===== config.mk =====
export PLATFORM = sky130hd
export DESIGN_NAME = atm_ledger_server
export DESIGN_NICKNAME = d
export VERILOG_FILES = /design/src/rtl/atm_ledger_server_pkg.sv /design/src/rtl/atm_ledger_server_search.sv /design/src/rtl/atm_ledger_server.sv
export SDC_FILE = /design/constraint.sdc
export NUM_CORES = 1
export LEC_CHECK = 0
export BUFFER_PORTS_ARGS = -buffer_cell sky130_fd_sc_hd__buf_2
export CORE_UTILIZATION = 35
export DETAILED_ROUTE_END_ITERATION = 10
export GPL_TIMING_DRIVEN = 1
export MAX_ROUTING_LAYER = met4
export PLACE_DENSITY_LB_ADDON = 0.12
export SKIP_LAST_GASP = 1
export SLEW_MARGIN = 20
export SYNTH_ARGS = -nofsm -noshare
export SYNTH_HDL_FRONTEND = slang
export SYNTH_SLANG_ARGS = --single-unit

===== constraint.sdc =====
create_clock -name i_clk -period 10.35 [get_ports i_clk]
set_clock_uncertainty 0.05 [all_clocks]
set_input_delay 1.5525 -clock i_clk [delete_from_list [all_inputs] [get_ports i_clk]]
set_output_delay 1.5525 -clock i_clk [all_outputs]
set_load 0.01 [all_outputs]

===== src/rtl/atm_ledger_server_pkg.sv =====
// Shared types for the ATM ledger server: request/status codes, FSM states, request record
// and the default account-ID table (ID 10*(i+1) at index i).
package atm_ledger_server_pkg;
  localparam int ACC_IDX_W = 4;

  typedef enum logic [1:0] {
    OP_BALANCE  = 2'd0,
    OP_WITHDRAW = 2'd1,
    OP_DEPOSIT  = 2'd2,
    OP_TRANSFER = 2'd3
  } op_e;

  typedef enum logic [2:0] {
    ST_OK           = 3'd0,
    ST_ERR_ID       = 3'd1,
    ST_ERR_BALANCE  = 3'd2,
    ST_ERR_DEST     = 3'd3,
    ST_ERR_OVERFLOW = 3'd4
  } status_e;

  typedef enum logic [1:0] {
    S_IDLE    = 2'd0,
    S_LOOKUP  = 2'd1,
    S_EXECUTE = 2'd2,
    S_RESPOND = 2'd3
  } state_e;

  typedef struct packed {
    op_e        op;
    logic [7:0] id;
    logic [7:0] dest_id;
    logic [7:0] amount;
  } req_t;

  // Index 0 sits in the least significant byte.
  localparam logic [79:0] DEFAULT_ID_TABLE = {
    8'd100, 8'd90, 8'd80, 8'd70, 8'd60, 8'd50, 8'd40, 8'd30, 8'd20, 8'd10
  };
endpackage


===== src/rtl/atm_ledger_server_search.sv =====
// Ledger search unit: scans the read-only account-ID table one index per cycle, matching source
// and destination IDs in parallel; lowest matching index wins. o_done is high on the final compare edge.
module atm_ledger_server_search
  import atm_ledger_server_pkg::*;
#(
  parameter int                          NUM_ACCOUNTS = 10,
  parameter logic [8*NUM_ACCOUNTS-1:0]   ID_TABLE     = DEFAULT_ID_TABLE
) (
  input  logic                 i_clk,
  input  logic                 i_reset,
  input  logic                 i_start,
  input  logic [7:0]           i_id,
  input  logic [7:0]           i_dest_id,
  output logic                 o_found,
  output logic [ACC_IDX_W-1:0] o_idx,
  output logic                 o_dest_found,
  output logic [ACC_IDX_W-1:0] o_dest_idx,
  output logic                 o_done
);
  logic [7:0]           w_rom [NUM_ACCOUNTS];
  logic                 r_busy;
  logic [ACC_IDX_W-1:0] r_cnt;
  logic                 r_found;
  logic [ACC_IDX_W-1:0] r_idx;
  logic                 r_dest_found;
  logic [ACC_IDX_W-1:0] r_dest_idx;
  logic                 w_last;

  for (genvar g = 0; g < NUM_ACCOUNTS; g++) begin : g_rom
    assign w_rom[g] = ID_TABLE[g*8 +: 8];
  end

  assign w_last = r_busy && (r_cnt == ACC_IDX_W'(NUM_ACCOUNTS - 1));

  always_ff @(posedge i_clk) begin
    if (i_reset) begin
      r_busy       <= 1'b0;
      r_cnt        <= '0;
      r_found      <= 1'b0;
      r_idx        <= '0;
      r_dest_found <= 1'b0;
      r_dest_idx   <= '0;
    end else if (i_start) begin
      r_busy       <= 1'b1;
      r_cnt        <= '0;
      r_found      <= 1'b0;
      r_idx        <= '0;
      r_dest_found <= 1'b0;
      r_dest_idx   <= '0;
    end else if (r_busy) begin
      // Earlier hits are never overwritten, so the lowest index sticks.
      if (!r_found && (w_rom[r_cnt] == i_id)) begin
        r_found <= 1'b1;
        r_idx   <= r_cnt;
      end
      if (!r_dest_found && (w_rom[r_cnt] == i_dest_id)) begin
        r_dest_found <= 1'b1;
        r_dest_idx   <= r_cnt;
      end
      r_cnt  <= r_cnt + 1'b1;
      r_busy <= !w_last;
    end
  end

  assign o_found      = r_found;
  assign o_idx        = r_idx;
  assign o_dest_found = r_dest_found;
  assign o_dest_idx   = r_dest_idx;
  assign o_done       = w_last;
endmodule


===== src/rtl/atm_ledger_server.sv =====
// Bank-side ledger: owns all account balances and executes BALANCE/WITHDRAW/DEPOSIT/TRANSFER.
// Response arrives N+1 edges after acceptance and is held until consumed.
module atm_ledger_server
  import atm_ledger_server_pkg::*;
#(
  parameter int                        NUM_ACCOUNTS = 10,
  parameter logic [7:0]                INIT_BALANCE = 8'd100,
  parameter logic [8*NUM_ACCOUNTS-1:0] ID_TABLE     = DEFAULT_ID_TABLE
) (
  input  logic       i_clk,
  input  logic       i_reset,
  input  logic       i_req_valid,
  output logic       o_req_ready,
  input  logic [1:0] i_req_op,
  input  logic [7:0] i_req_id,
  input  logic [7:0] i_req_dest_id,
  input  logic [7:0] i_req_amount,
  output logic       o_resp_valid,
  input  logic       i_resp_ready,
  output logic [2:0] o_resp_status,
  output logic [7:0] o_resp_balance
);
  state_e               r_state;
  req_t                 r_req;
  logic                 r_req_ready;
  logic                 r_resp_valid;
  logic [2:0]           r_resp_status;
  logic [7:0]           r_resp_balance;
  logic [7:0]           r_bal [NUM_ACCOUNTS];

  logic                 w_start;
  logic                 w_found, w_dest_found, w_done;
  logic [ACC_IDX_W-1:0] w_src_idx, w_dst_idx;
  logic [7:0]           w_src_bal, w_dst_bal, w_src_new, w_dst_new, w_resp_bal;
  logic [8:0]           w_sum_src, w_sum_dst;
  logic                 w_wr_src, w_wr_dst;
  status_e              w_status;

  assign w_start = (r_state == S_IDLE) && i_req_valid && r_req_ready;

  atm_ledger_server_search #(
    .NUM_ACCOUNTS (NUM_ACCOUNTS),
    .ID_TABLE     (ID_TABLE)
  ) u_search (
    .i_clk        (i_clk),
    .i_reset      (i_reset),
    .i_start      (w_start),
    .i_id         (r_req.id),
    .i_dest_id    (r_req.dest_id),
    .o_found      (w_found),
    .o_idx        (w_src_idx),
    .o_dest_found (w_dest_found),
    .o_dest_idx   (w_dst_idx),
    .o_done       (w_done)
  );

  assign w_src_bal = r_bal[w_src_idx];
  assign w_dst_bal = r_bal[w_dst_idx];
  assign w_sum_src = {1'b0, w_src_bal} + {1'b0, r_req.amount};
  assign w_sum_dst = {1'b0, w_dst_bal} + {1'b0, r_req.amount};

  // Error checks are ordered: id, dest, balance, overflow.
  always_comb begin
    w_status  = ST_OK;
    w_wr_src  = 1'b0;
    w_wr_dst  = 1'b0;
    w_src_new = w_src_bal;
    w_dst_new = w_dst_bal;
    if (!w_found) begin
      w_status = ST_ERR_ID;
    end else begin
      case (r_req.op)
        OP_WITHDRAW: begin
          if (r_req.amount > w_src_bal) w_status = ST_ERR_BALANCE;
          else begin
            w_src_new = w_src_bal - r_req.amount;
            w_wr_src  = 1'b1;
          end
        end
        OP_DEPOSIT: begin
          if (w_sum_src[8]) w_status = ST_ERR_OVERFLOW;
          else begin
            w_src_new = w_sum_src[7:0];
            w_wr_src  = 1'b1;
          end
        end
        OP_TRANSFER: begin
          if (!w_dest_found || (w_dst_idx == w_src_idx)) w_status = ST_ERR_DEST;
          else if (r_req.amount > w_src_bal)             w_status = ST_ERR_BALANCE;
          else if (w_sum_dst[8])                         w_status = ST_ERR_OVERFLOW;
          else begin
            w_src_new = w_src_bal - r_req.amount;
            w_dst_new = w_sum_dst[7:0];
            w_wr_src  = 1'b1;
            w_wr_dst  = 1'b1;
          end
        end
        default: ;
      endcase
    end
    w_resp_bal = w_found ? w_src_new : 8'd0;
  end

  always_ff @(posedge i_clk) begin
    if (i_reset) begin
      r_state        <= S_IDLE;
      r_req          <= '0;
      r_req_ready    <= 1'b1;
      r_resp_valid   <= 1'b0;
      r_resp_status  <= 3'd0;
      r_resp_balance <= 8'd0;
      for (int i = 0; i < NUM_ACCOUNTS; i++) r_bal[i] <= INIT_BALANCE;
    end else begin
      case (r_state)
        S_IDLE: begin
          if (w_start) begin
            r_req       <= '{op: op_e'(i_req_op), id: i_req_id,
                             dest_id: i_req_dest_id, amount: i_req_amount};
            r_req_ready <= 1'b0;
            r_state     <= S_LOOKUP;
          end
        end
        S_LOOKUP: if (w_done) r_state <= S_EXECUTE;
        S_EXECUTE: begin
          if (w_wr_src) r_bal[w_src_idx] <= w_src_new;
          if (w_wr_dst) r_bal[w_dst_idx] <= w_dst_new;
          r_resp_status  <= w_status;
          r_resp_balance <= w_resp_bal;
          r_resp_valid   <= 1'b1;
          r_state        <= S_RESPOND;
        end
        S_RESPOND: begin
          if (i_resp_ready) begin
            r_resp_valid <= 1'b0;
            r_req_ready  <= 1'b1;
            r_state      <= S_IDLE;
          end
        end
        default: r_state <= S_IDLE;
      endcase
    end
  end

  assign o_req_ready    = r_req_ready;
  assign o_resp_valid   = r_resp_valid;
  assign o_resp_status  = r_resp_status;
  assign o_resp_balance = r_resp_balance;
endmodule

==> results of run 1 <==
## final cells by class
| class | instances | area, um^2 | area share, % |
|---|---|---|---|
| repair buffers | 64 | 375.4 | 2.936 |
| clock buffers | 20 | 436.7 | 3.415 |
| well taps | 442 | 553.0 | 4.325 |
| clock inverters | 12 | 157.7 | 1.233 |
| multi-input cells | 736 | 6053 | 47.34 |
| inverters | 22 | 82.58 | 0.6459 |
| flip-flops and latches | 192 | 5127 | 40.10 |
## worst max-delay path, cell delays in order (launching register included)
cell	delay, ns
dfxtp_2	0.31
buf_4	0.52
mux4_2	0.62
mux4_2	0.52
ha_1	0.24
fa_1	0.45
a211oi_1	0.30
o211a_1	0.31
o21bai_1	0.31
nor4_1	0.88
nand3b_1	0.28
nor3_1	0.60
or3_1	0.45
## synthesized netlist by cell type (all sizes together) (5+ instances only)
cell    instances  area [um^2]
edfxtp        128         3844
nand2         107        401.6
mux4           77         1734
dfxtp          64         1281
nor2           59        246.5
o22ai          58        369.1
a21oi          54        270.3
a22oi          47        352.8
buf            47        252.7
mux2i          37        370.4
o21ai          37        196.4
ha             32        400.4
clkbuf         28        105.1
inv            22        82.58
nor3           20        116.4
nand3          17        85.08
xnor2          16        140.1
nor2b          15        93.84
or3            14        92.59
a211oi         13        97.59
a31oi          11        68.82
and3           11        68.82
xor2           11        96.34
nand4          10        62.56
nand2b          9        56.30
and2            5        31.28
nor3b           5        47.54
nor4            5        31.28
## through the flow
| stage | power [mW] | instances | hold slack [ns] |
|---|---|---|---|
| floorplan | 1.141 | 1025 | 0.3862 |
| global placement | 1.246 | 1456 | 0.3936 |
| detailed placement | 1.246 | 1456 | 0.3973 |
| CTS | 1.940 | 1488 | 0.4087 |
| global route | 2.014 | 1488 | 0.4255 |
| finish | 1.934 | 1488 | 0.4056 |
## logic make-up (layout without fill, tap and decap cells)
group	Yosys count	count (layout)	share of synthesized area [%]
and+or+nand+nor	294	294	12.73
AOI/OAI and AO/OA	263	263	14.91
DFF	192	192	44.15
muxes	117	117	18.42
buffers and inverters	97	118	3.794
adders and majority gates	35	35	3.966
xor gates and xnor gates	27	27	2.037
## sequential cells by signal, indices dropped and copies added (netlist names), 2 cells and up, named ones only
register and count:
u_search.r_cnt 4, u_search.o_idx 4, o_resp_balance 8, r_req 26
o_resp_status 3, r_state 2, r_bal 128, u_search.o_dest_idx 4
## path summary, 6_finish.rpt
path | slack (ns) | cells after the start | end | startpoint
setup / recovery | 4.10 | 12 | r_bal[4][0]$_DFFE_PP_ | flop
hold / removal | 0.41 | 2 | o_resp_balance[4]$_SDFFE_PP0P_ | o_resp_balance[4]$_SDFFE_PP0P_
setup reg to reg | 4.10 | 12 | r_bal[4][0]$_DFFE_PP_ | flop
hold reg to reg | 0.41 | 2 | o_resp_balance[4]$_SDFFE_PP0P_ | o_resp_balance[4]$_SDFFE_PP0P_
## power by group
group / internal, mW / switching [mW]
clock network: 0.383 / 0.320
logic: 0.127 / 0.210
registers: 0.848 / 0.0465
total: 1.36 / 0.577
## layer usage
layer,up-vias,wire length [um],global-route usage [%]
met3,79,3228,4.525
met1,4617,18230,36.45
li1,4044,-,-
met2,452,17910,36.44
met4,0,1166,9.033
met5,-,0,-
==> results.py, run 1 <==
metrics = {
    "cells_and_area": {
        "synthToLayoutAreaGrowth_pct": 10.14,
        "layout_common_cells": "128 x edfxtp_1, 107 x nand2_1, 77 x mux4_2, 62 x dfxtp_1, 57 x o22ai_1",
        "num-nets-final": 1098,
        "drive_gt1_share_pct": 18.36,
        "stdcell_area_um2": 12790,
        "n_antenna_cell": 0,
        "utilization_pct": 39.20,
        "num-fill-cells": 3164,
        "layout_commonest_cell": "edfxtp_1",
    },
    "clock_network": {
        "tritoncts": "done",
        "cts_made_buffers": 17,
        "postCtsSetupBuffers": 0,
        "clockBufferDepth": 2,
        "cts_hold_buf": 0,
        "clk_latency_ns": 0.47,
        "cts-htree-levels": 4,
        "cts_sinks": 192,
        "cts.clk_slew.worst_paths_ns": 0.08,
        "cts_resized": 0,
        "cts_root_buffer": "clkbuf_16",
    },
    "yosys": {
        "synth-seq-area-share_pct": 44.15,
        "synth.avg_cell_area_um2": 11.33,
        "ys_types": 74,
        "yosys_warnings": 0,
        "synthArstFlopShare_pct": 0,
        "synth_nets": 1090,
        "synth_edf_count": 128,
        "synth_ff_type": "edfxtp_1",
        "syn_inst": 1025,
        "synth_area_um2": 11610,
        "synth-seq-cells": 192,
    },
    "timing": {
        "relSlewSlack_pct": 22.46,
        "hold_viol_final": 0,
        "fmax_mhz": 160.0,
        "finalMaxSlewViolations": 0,
        "setup_viol": 0,
        "finalCritPeriodShare_pct": 60.39,
        "fin_setup_tns_ns": 0,
        "rsz0062_at_grt": "no",
        "period_minus_slack_ns": 6.251,
        "worst_pin_slew_ns": 1.131,
        "worst_slack_ns": 4.099,
    },
    "global_route": {
        "antenna_found_initial": 0,
        "gr-total-overflow": 0,
        "grt_pass1_wl_um": 60510,
        "track_usage_pct": 25.63,
        "grt_pass1_vias": 8846,
        "grt_max_degree": 46,
    },
    "placement": {
        "pre_cts_slack_ns": 4.228,
        "numPortBuffers": 42,
        "placed_cell_area_um2": 12190,
        "gp_congestion": 0.9484,
        "dp_hpwl_um": 29100,
    },
    "detailed_routing": {
        "wl_per_cell_um": 27.24,
        "drcViolationCount": 0,
        "firstDrtPassIters": 8,
        "viasPerCell": 6.177,
        "antenna_left": 0,
        "vias": 9192,
        "drtIter0Drc": 1231,
        "wl_um": 40540,
    },
    "die": {
        "dieHeight_um": 184.1,
        "core_area_um2": 32620,
        "num_rows": 66,
        "die_w_um": 184.1,
        "die_area_um2": 33900,
        "initial_core_util_pct": 35.59,
        "io_pins": 43,
    },
    "pwr": {
        "vdd_ir_drop_max_v": 0.0001008,
        "p_leak_nw": 4.098,
        "powerDensity_nw_per_um2": 151.3,
    },
    "worst_setup_path": {
        "start_kind": "flop",
        "crit_fanout": 32,
        "critPathCaptureType": "flop",
        "crit_required_ns": 10.41,
        "crit_arrival_ns": 6.31,
        "crit_type": "flop to flop",
    },
    "status": {
        "run_status": "complete, no violations",
    },
    "hold_path": {
        "min_path_type": "flop to flop",
    },
    "run": {
        "cap_violations": 0,
    },
}
(Power assumes the default switching activity.)
==> run 2: changes to the inputs <==
--- a/config.mk
+++ b/config.mk
@@ -5,6 +5,7 @@
 export SDC_FILE = /design/constraint.sdc
 export NUM_CORES = 1
 export LEC_CHECK = 0
+export ABC_AREA = 1
 export BUFFER_PORTS_ARGS = -buffer_cell sky130_fd_sc_hd__buf_2
 export CORE_UTILIZATION = 35
 export DETAILED_ROUTE_END_ITERATION = 10
==> constraint.sdc (replaced) <==
create_clock -name i_clk -period 5.9 [get_ports i_clk]
set_clock_uncertainty 0.05 [all_clocks]
set_input_delay 0.885 -clock i_clk [delete_from_list [all_inputs] [get_ports i_clk]]
set_output_delay 0.885 -clock i_clk [all_outputs]
set_load 0.01 [all_outputs]
==> run 2 against run 1 <==
Die area grew 4.2%. Combinational power grew to 2.7 times the previous value. Clock-buffer cell count fell by 3. Design area increased by 3.9%. Sequential power increased by 78%. Fmax increased by 18%. Critical endpoint is now r_bal[13][1]$_DFFE_PP_. Largest cell class unchanged.
==> results.py, run 2 <==
metrics = {
    "die": {
        "io_pins": 43,
        "dieHeight_um": 188.0,
        "num_rows": 67,
        "die_w_um": 188.0,
        "die_area_um2": 35330,
        "core_area_um2": 33780,
        "initial_core_util_pct": 35.82,
    },
    "detailed_routing": {
        "vias": 11220,
        "drcViolationCount": 0,
        "wl_per_cell_um": 21.62,
        "drtIter0Drc": 1042,
        "wl_um": 44230,
        "antenna_left": 0,
        "viasPerCell": 5.485,
        "firstDrtPassIters": 7,
    },
    "yosys": {
        "synth_ff_type": "edfxtp_1",
        "synth_top_area_share_pct": 31.76,
        "synth.avg_cell_area_um2": 7.636,
        "synth.most_common_cell": "nand2_1",
        "synth-seq-area-share_pct": 42.34,
        "yosys_warnings": 0,
        "ys_types": 45,
        "syn_inst": 1585,
        "synth-seq-cells": 192,
        "synth_top_cell_by_area": "edfxtp_1",
        "synthArstFlopShare_pct": 0,
        "synth_edf_count": 128,
        "synth_area_um2": 12100,
        "synth.area.top_cells": "edfxtp_1 32%, dfxtp_1 11%, nand2_1 10%",
        "synthTopCellsByCount": "331 x nand2_1, 182 x o21ai_0, 161 x inv_1",
        "synth_nets": 1650,
    },
    "global_route": {
        "grt_pass1_wl_um": 66140,
        "gr-total-overflow": 0,
        "grt_max_degree": 105,
        "met3_usage_pct": 3.444,
        "grt_pass1_vias": 10590,
        "track_usage_pct": 25.95,
        "top_usage_layer": "met2",
        "use_met1_pct": 32.97,
        "antenna_found_initial": 0,
        "grt_util_met2_pct": 42.89,
    },
    "worst_setup_path": {
        "critPathTopFamily": "simple AND/OR/NAND/NOR gates",
        "critPathCaptureType": "flop",
        "start_kind": "flop",
        "reg2reg_depth": 18,
        "crit_arrival_ns": 5.37,
        "crit_buf_inv": 2,
        "crit_cells": 18,
        "cpPeakStageDelay_ns": 1.02,
        "crit_chain": "a21oi_1 > o21ai_0 > nand2_1 > o221ai_1 > nand2_1 > ha_1 > nand2_1 > inv_1 > nand2_1 > nand2_1 > a21oi_2 > nor2_8 > nand2_4 > nor3_1 > nand2_1 > nor2_1 > inv_1 > nand2_1",
        "worstSetupEndpoint": "r_bal[13][1]$_DFFE_PP_",
        "cpMaxStageDelayCell": "dfxtp_4",
        "crit_required_ns": 5.97,
        "crit_type": "flop to flop",
        "crit_fanout": 104,
        "crit_top_cell": "nand2_1",
        "reg2reg_setup_slack_ns": 0.60,
        "r2r_end": "r_bal[13][1]$_DFFE_PP_",
    },
    "clock_network": {
        "postCtsSetupBuffers": 0,
        "tritoncts": "done",
        "cts_resized": 0,
        "cts-htree-levels": 4,
        "cts_made_buffers": 17,
        "cts_sinks": 192,
        "clk_latency_ns": 0.46,
        "cts.clk_slew.worst_paths_ns": 0.08,
        "cts_root_buffer": "clkbuf_16",
        "clockBufferDepth": 2,
        "cts_hold_buf": 0,
    },
    "cells_and_area": {
        "n_antenna_cell": 0,
        "num-nets-final": 1650,
        "layout_common_cells": "331 x nand2_1, 179 x o21ai_0, 161 x inv_1, 146 x a21oi_1, 134 x nand3_1",
        "layout_commonest_cell": "nand2_1",
        "drive_gt1_share_pct": 9.887,
        "synthToLayoutAreaGrowth_pct": 9.790,
        "top_register": "r_bal",
        "largest_reg_flops": 128,
    },
    "status": {
        "run_status": "complete, no violations",
    },
    "pwr": {
        "intPower_mw": 2.378,
        "p_clk_share_pct": 33.0,
        "total_power_mw": 3.714,
        "p_leak_nw": 5.098,
        "powerDensity_nw_per_um2": 279.5,
        "pwr-share-comb_pct": 24.3,
        "pwr-share-seq_pct": 42.7,
        "vdd_ir_drop_max_v": 0.0001994,
        "swShare_pct": 35.97,
        "netSwitchingPower_mw": 1.336,
    },
    "timing": {
        "finalMaxSlewViolations": 0,
        "worst_pin_slew_ns": 1.011,
        "hold_viol_final": 0,
        "fmax_mhz": 188.6,
        "relSlewSlack_pct": 32.59,
        "period_minus_slack_ns": 5.302,
        "finalCritPeriodShare_pct": 89.87,
        "setup_viol": 0,
        "rsz0062_at_grt": "no",
        "fin_setup_tns_ns": 0,
    },
    "hold_path": {
        "min_path_type": "flop to flop",
    },
    "placement": {
        "numPortBuffers": 42,
        "dp_hpwl_um": 32230,
        "gp_congestion": 0.9609,
    },
    "run": {
        "cap_violations": 0,
    },
}
run 2: changes by cell type after synthesis, moves of 16 or more:
cell | before | now
a21oi_1 | 54 | 146
a22oi_1 | 47 | 6
nand2_1 | 107 | 331
o22ai_1 | 57 | 23
inv_2 | 0 | 16
inv_1 | 22 | 161
nand3_1 | 17 | 135
nor2_1 | 55 | 100
o21ai_1 | 2 | 24
mux4_2 | 77 | 0
o211ai_1 | 4 | 55
mux2i_1 | 37 | 0
o21ai_0 | 34 | 182
run 2: cell type report:
class | count | area [um^2]
clock inverters | 15 | 183.9
repair buffers | 63 | 380.4
fillers | 3535 | 20500
multi-input cells | 1132 | 5931
flip-flops and latches | 192 | 5135
clock buffers | 17 | 425.4
inverters | 179 | 671.9
well taps | 448 | 560.5
run 2: cells by family after synthesis:
family	synth area share, %
XOR/XNOR	1.592
adder cells (fa/ha/maj)	3.804
buffers and inverters	8.694
flip-flops	42.34
AO/OA/AOI/OAI	20.92
AND/OR/NAND/NOR	22.64
run 2: worst min path at each step:
stage,start,end,cells past startpoint
after detailed placement,r_req[16]$_SDFFE_PP0P_,r_req[16]$_SDFFE_PP0P_,2
after floorplan,u_search.o_dest_found$_SDFFE_PP0P_,u_search.o_dest_found$_SDFFE_PP0P_,2
final,o_resp_balance[5]$_SDFFE_PP0P_,o_resp_balance[5]$_SDFFE_PP0P_,2
after global placement,r_req[23]$_SDFFE_PP0P_,r_req[23]$_SDFFE_PP0P_,2
after CTS,r_req[8]$_SDFFE_PP0P_,r_req[8]$_SDFFE_PP0P_,2
after global routing,r_req[8]$_SDFFE_PP0P_,r_req[8]$_SDFFE_PP0P_,2
run 2: per-layer routing:
metal	vias up	routed length, um
li1	5425	-
met3	43	2529
met2	412	21360
met5	-	0
met1	5343	19350
met4	0	998
run 2: worst min-delay path: cells and delay by family, from the launching register on:
kind          cells  cell delay, ns
flops             1            0.31
simple gates      2            0.12
run 2: through the flow:
step / hold WS (ns) / std cells / util (%) / worst slack [ns] / instance area (um^2)
6_report: 0.4239 / 2046 / 39.33 / 0.5979 / 13290
5_1_grt: 0.4485 / 2046 / 39.33 / 0.1325 / 13290
3_3_place_gp: 0.4115 / 2014 / 37.53 / 0.7313 / 12680
3_5_place_dp: 0.4132 / 2014 / 37.53 / 0.6898 / 12680
4_1_cts: 0.4262 / 2046 / 39.33 / 0.6820 / 13290
2_1_floorplan: 0.3931 / 1585 / - / 1.870 / 12100
run 2: power by group through the flow:
stage,clock [mW],sequential (mW),combinational [mW]
after global routing,1.29,1.60,1.01
after global placement,0,1.62,0.899
after detailed placement,0,1.62,0.894
after CTS,1.24,1.59,0.898
final,1.23,1.59,0.901
after floorplan,0,1.58,0.666
==> run 3: changes to the inputs <==
--- a/config.mk
+++ b/config.mk
@@ -7,6 +7,7 @@
 export LEC_CHECK = 0
 export ABC_AREA = 1
 export BUFFER_PORTS_ARGS = -buffer_cell sky130_fd_sc_hd__buf_2
+export CORE_ASPECT_RATIO = 1.5
 export CORE_UTILIZATION = 35
 export DETAILED_ROUTE_END_ITERATION = 10
 export GPL_TIMING_DRIVEN = 1
==> run 3 against run 2 <==
Combinational power decreased by 0.7%. Clock power about the same. First-iteration DRC count down 14%. Highest routed layer unchanged. Critical path depth is the same. Clock-buffer cell count is the same. Setup slack got worse by 0.023 ns. Largest cell class unchanged.
==> results.py, run 3 (same netlist as run 2, synthesis figures left out) <==
metrics = {
    "cells_and_area": {
        "num-fill-cells": 3555,
        "drive_gt1_share_pct": 10.22,
        "num-nets-final": 1656,
        "largest_reg_flops": 128,
        "regArea_um2": 5135,
        "layout_common_cells": "331 x nand2_1, 182 x o21ai_0, 161 x inv_1, 146 x a21oi_1, 134 x nand3_1",
        "layout_commonest_cell": "nand2_1",
        "top_register": "r_bal",
        "utilization_pct": 38.88,
        "n_antenna_cell": 0,
        "final_cells": 2029,
        "multiInputGateArea_um2": 5931,
        "synthToLayoutAreaGrowth_pct": 9.759,
    },
    "worst_setup_path": {
        "critPathCaptureType": "flop",
        "reg2reg_setup_slack_ns": 0.58,
        "reg2reg_depth": 18,
        "crit_arrival_ns": 5.41,
        "r2r_end": "r_bal[14][4]$_DFFE_PP_",
        "start_kind": "flop",
        "crit_fanout": 81,
        "crit_type": "flop to flop",
        "crit_required_ns": 5.99,
    },
    "status": {
        "run_status": "complete, no violations",
    },
    "placement": {
        "numPortBuffers": 42,
        "dp_hpwl_um": 35250,
        "dp_cells": 1997,
        "gp_congestion": 0.9539,
    },
    "die": {
        "dieHeight_um": 229.8,
        "die_w_um": 153.8,
        "initial_core_util_pct": 35.42,
        "core_area_um2": 34170,
        "num_rows": 83,
        "die_area_um2": 35340,
        "io_pins": 43,
    },
    "pwr": {
        "vdd_ir_drop_max_v": 0.0002429,
        "netSwitchingPower_mw": 1.316,
        "pwr-share-comb_pct": 24.3,
        "intPower_mw": 2.368,
        "swShare_pct": 35.73,
        "pwr-share-seq_pct": 42.9,
        "powerDensity_nw_per_um2": 277.4,
        "p_leak_nw": 5.118,
        "total_power_mw": 3.684,
        "p_clk_share_pct": 32.8,
    },
    "detailed_routing": {
        "antenna_left": 0,
        "wl_um": 46340,
        "wl_per_cell_um": 22.84,
        "drcViolationCount": 0,
        "firstDrtPassIters": 5,
        "vias": 11300,
        "viasPerCell": 5.567,
        "drtIter0Drc": 891,
    },
    "hold_path": {
        "hp-start": "r_req[19]$_SDFFE_PP0P_",
        "min_delay_path_depth": 2,
        "min_to": "r_req[19]$_SDFFE_PP0P_",
        "min_path_type": "flop to flop",
    },
    "global_route": {
        "track_usage_pct": 27.70,
        "grt_util_met2_pct": 51.09,
        "grt_max_degree": 82,
        "grt_pass1_wl_um": 69150,
        "use_met1_pct": 27.93,
        "top_usage_layer": "met2",
        "grt_pass1_vias": 10950,
        "antenna_found_initial": 0,
        "met3_usage_pct": 3.317,
        "gr-total-overflow": 0,
    },
    "timing": {
        "finalCritPeriodShare_pct": 90.25,
        "fmax_mhz": 187.8,
        "hold_viol_final": 0,
        "period_minus_slack_ns": 5.325,
        "finalMaxSlewViolations": 0,
        "relSlewSlack_pct": 39.72,
        "fin_setup_tns_ns": 0,
        "rsz0062_at_grt": "no",
        "worst_pin_slew_ns": 0.9032,
        "setup_viol": 0,
        "holdWs_ns": 0.4229,
    },
    "clock_network": {
        "cts.clk_slew.worst_paths_ns": 0.08,
        "cts_made_buffers": 17,
        "clockBufferDepth": 2,
        "cts_root_buffer": "clkbuf_16",
        "cts_sinks": 192,
        "tritoncts": "done",
        "clk_latency_ns": 0.48,
        "cts-htree-levels": 4,
        "cts_hold_buf": 0,
        "postCtsSetupBuffers": 0,
        "cts_resized": 0,
    },
    "run": {
        "cap_violations": 0,
    },
}
[run 3: area by class of cell]
| class | count | area share (%) |
|---|---|---|
| Multi-Input combinational cell | 1132 | 44.65 |
| Sequential cell | 192 | 38.65 |
| Inverter | 179 | 5.058 |
| Clock buffer | 17 | 3.202 |
| Tap cell | 425 | 4.003 |
| Clock inverter | 15 | 1.328 |
| Timing Repair Buffer | 69 | 3.108 |
[run 3: metal layers]
layer  wire length (um)  vias to the layer above  part of all wire [%]
met5                  0                        -                     0
met4               2705                        0                   5.8
met3               1959                      109                   4.2
met2              25250                      382                    54
met1              16420                     5355                    35
li1                   -                     5450                     -
[run 3: power by group through the flow]
stage | logic, mW | registers [mW] | clock network (mW)
after global placement | 0.898 | 1.61 | 0
after floorplan | 0.666 | 1.58 | 0
final | 0.895 | 1.58 | 1.21
after CTS | 0.902 | 1.58 | 1.22
after global routing | 1.01 | 1.59 | 1.27
after detailed placement | 0.899 | 1.61 | 0
[run 3: through the flow]
step	area [um^2]	setup slack, ns
6_report	13280	0.5751
5_1_grt	13280	0.1623
4_1_cts	13280	0.6104
3_5_place_dp	12680	0.6179
3_3_place_gp	12680	0.7429
2_1_floorplan	12100	1.870
[run 3: worst max path at each step]
stage,startpoint,to,slack (ns)
6_report,flop,r_bal[14][4]$_DFFE_PP_,0.58
5_1_grt,flop,r_bal[15][4]$_DFFE_PP_,0.16
4_1_cts,flop,r_bal[15][0]$_DFFE_PP_,0.61
3_5_place_dp,flop,r_bal[15][7]$_DFFE_PP_,0.62
3_3_place_gp,flop,r_bal[15][7]$_DFFE_PP_,0.74
2_1_floorplan,flop,r_bal[11][0]$_DFFE_PP_,1.87
[run 3: worst max-delay path, cell delays in order (launching register included)]
cell,delay [ns]
dfxtp_4,0.84
buf_4,0.53
a21oi_1,0.13
o21ai_0,0.09
nand3_1,0.13
nand3_1,0.10
nand2_1,0.18
fa_1,0.46
nand3_1,0.11
nand3_1,0.14
nand2_1,0.10
nand2_1,0.18
nor2_8,0.22
nand2_4,0.09
nor3_1,0.21
nand2_1,0.26
nor2_1,0.51
inv_1,0.22
nand2_1,0.35
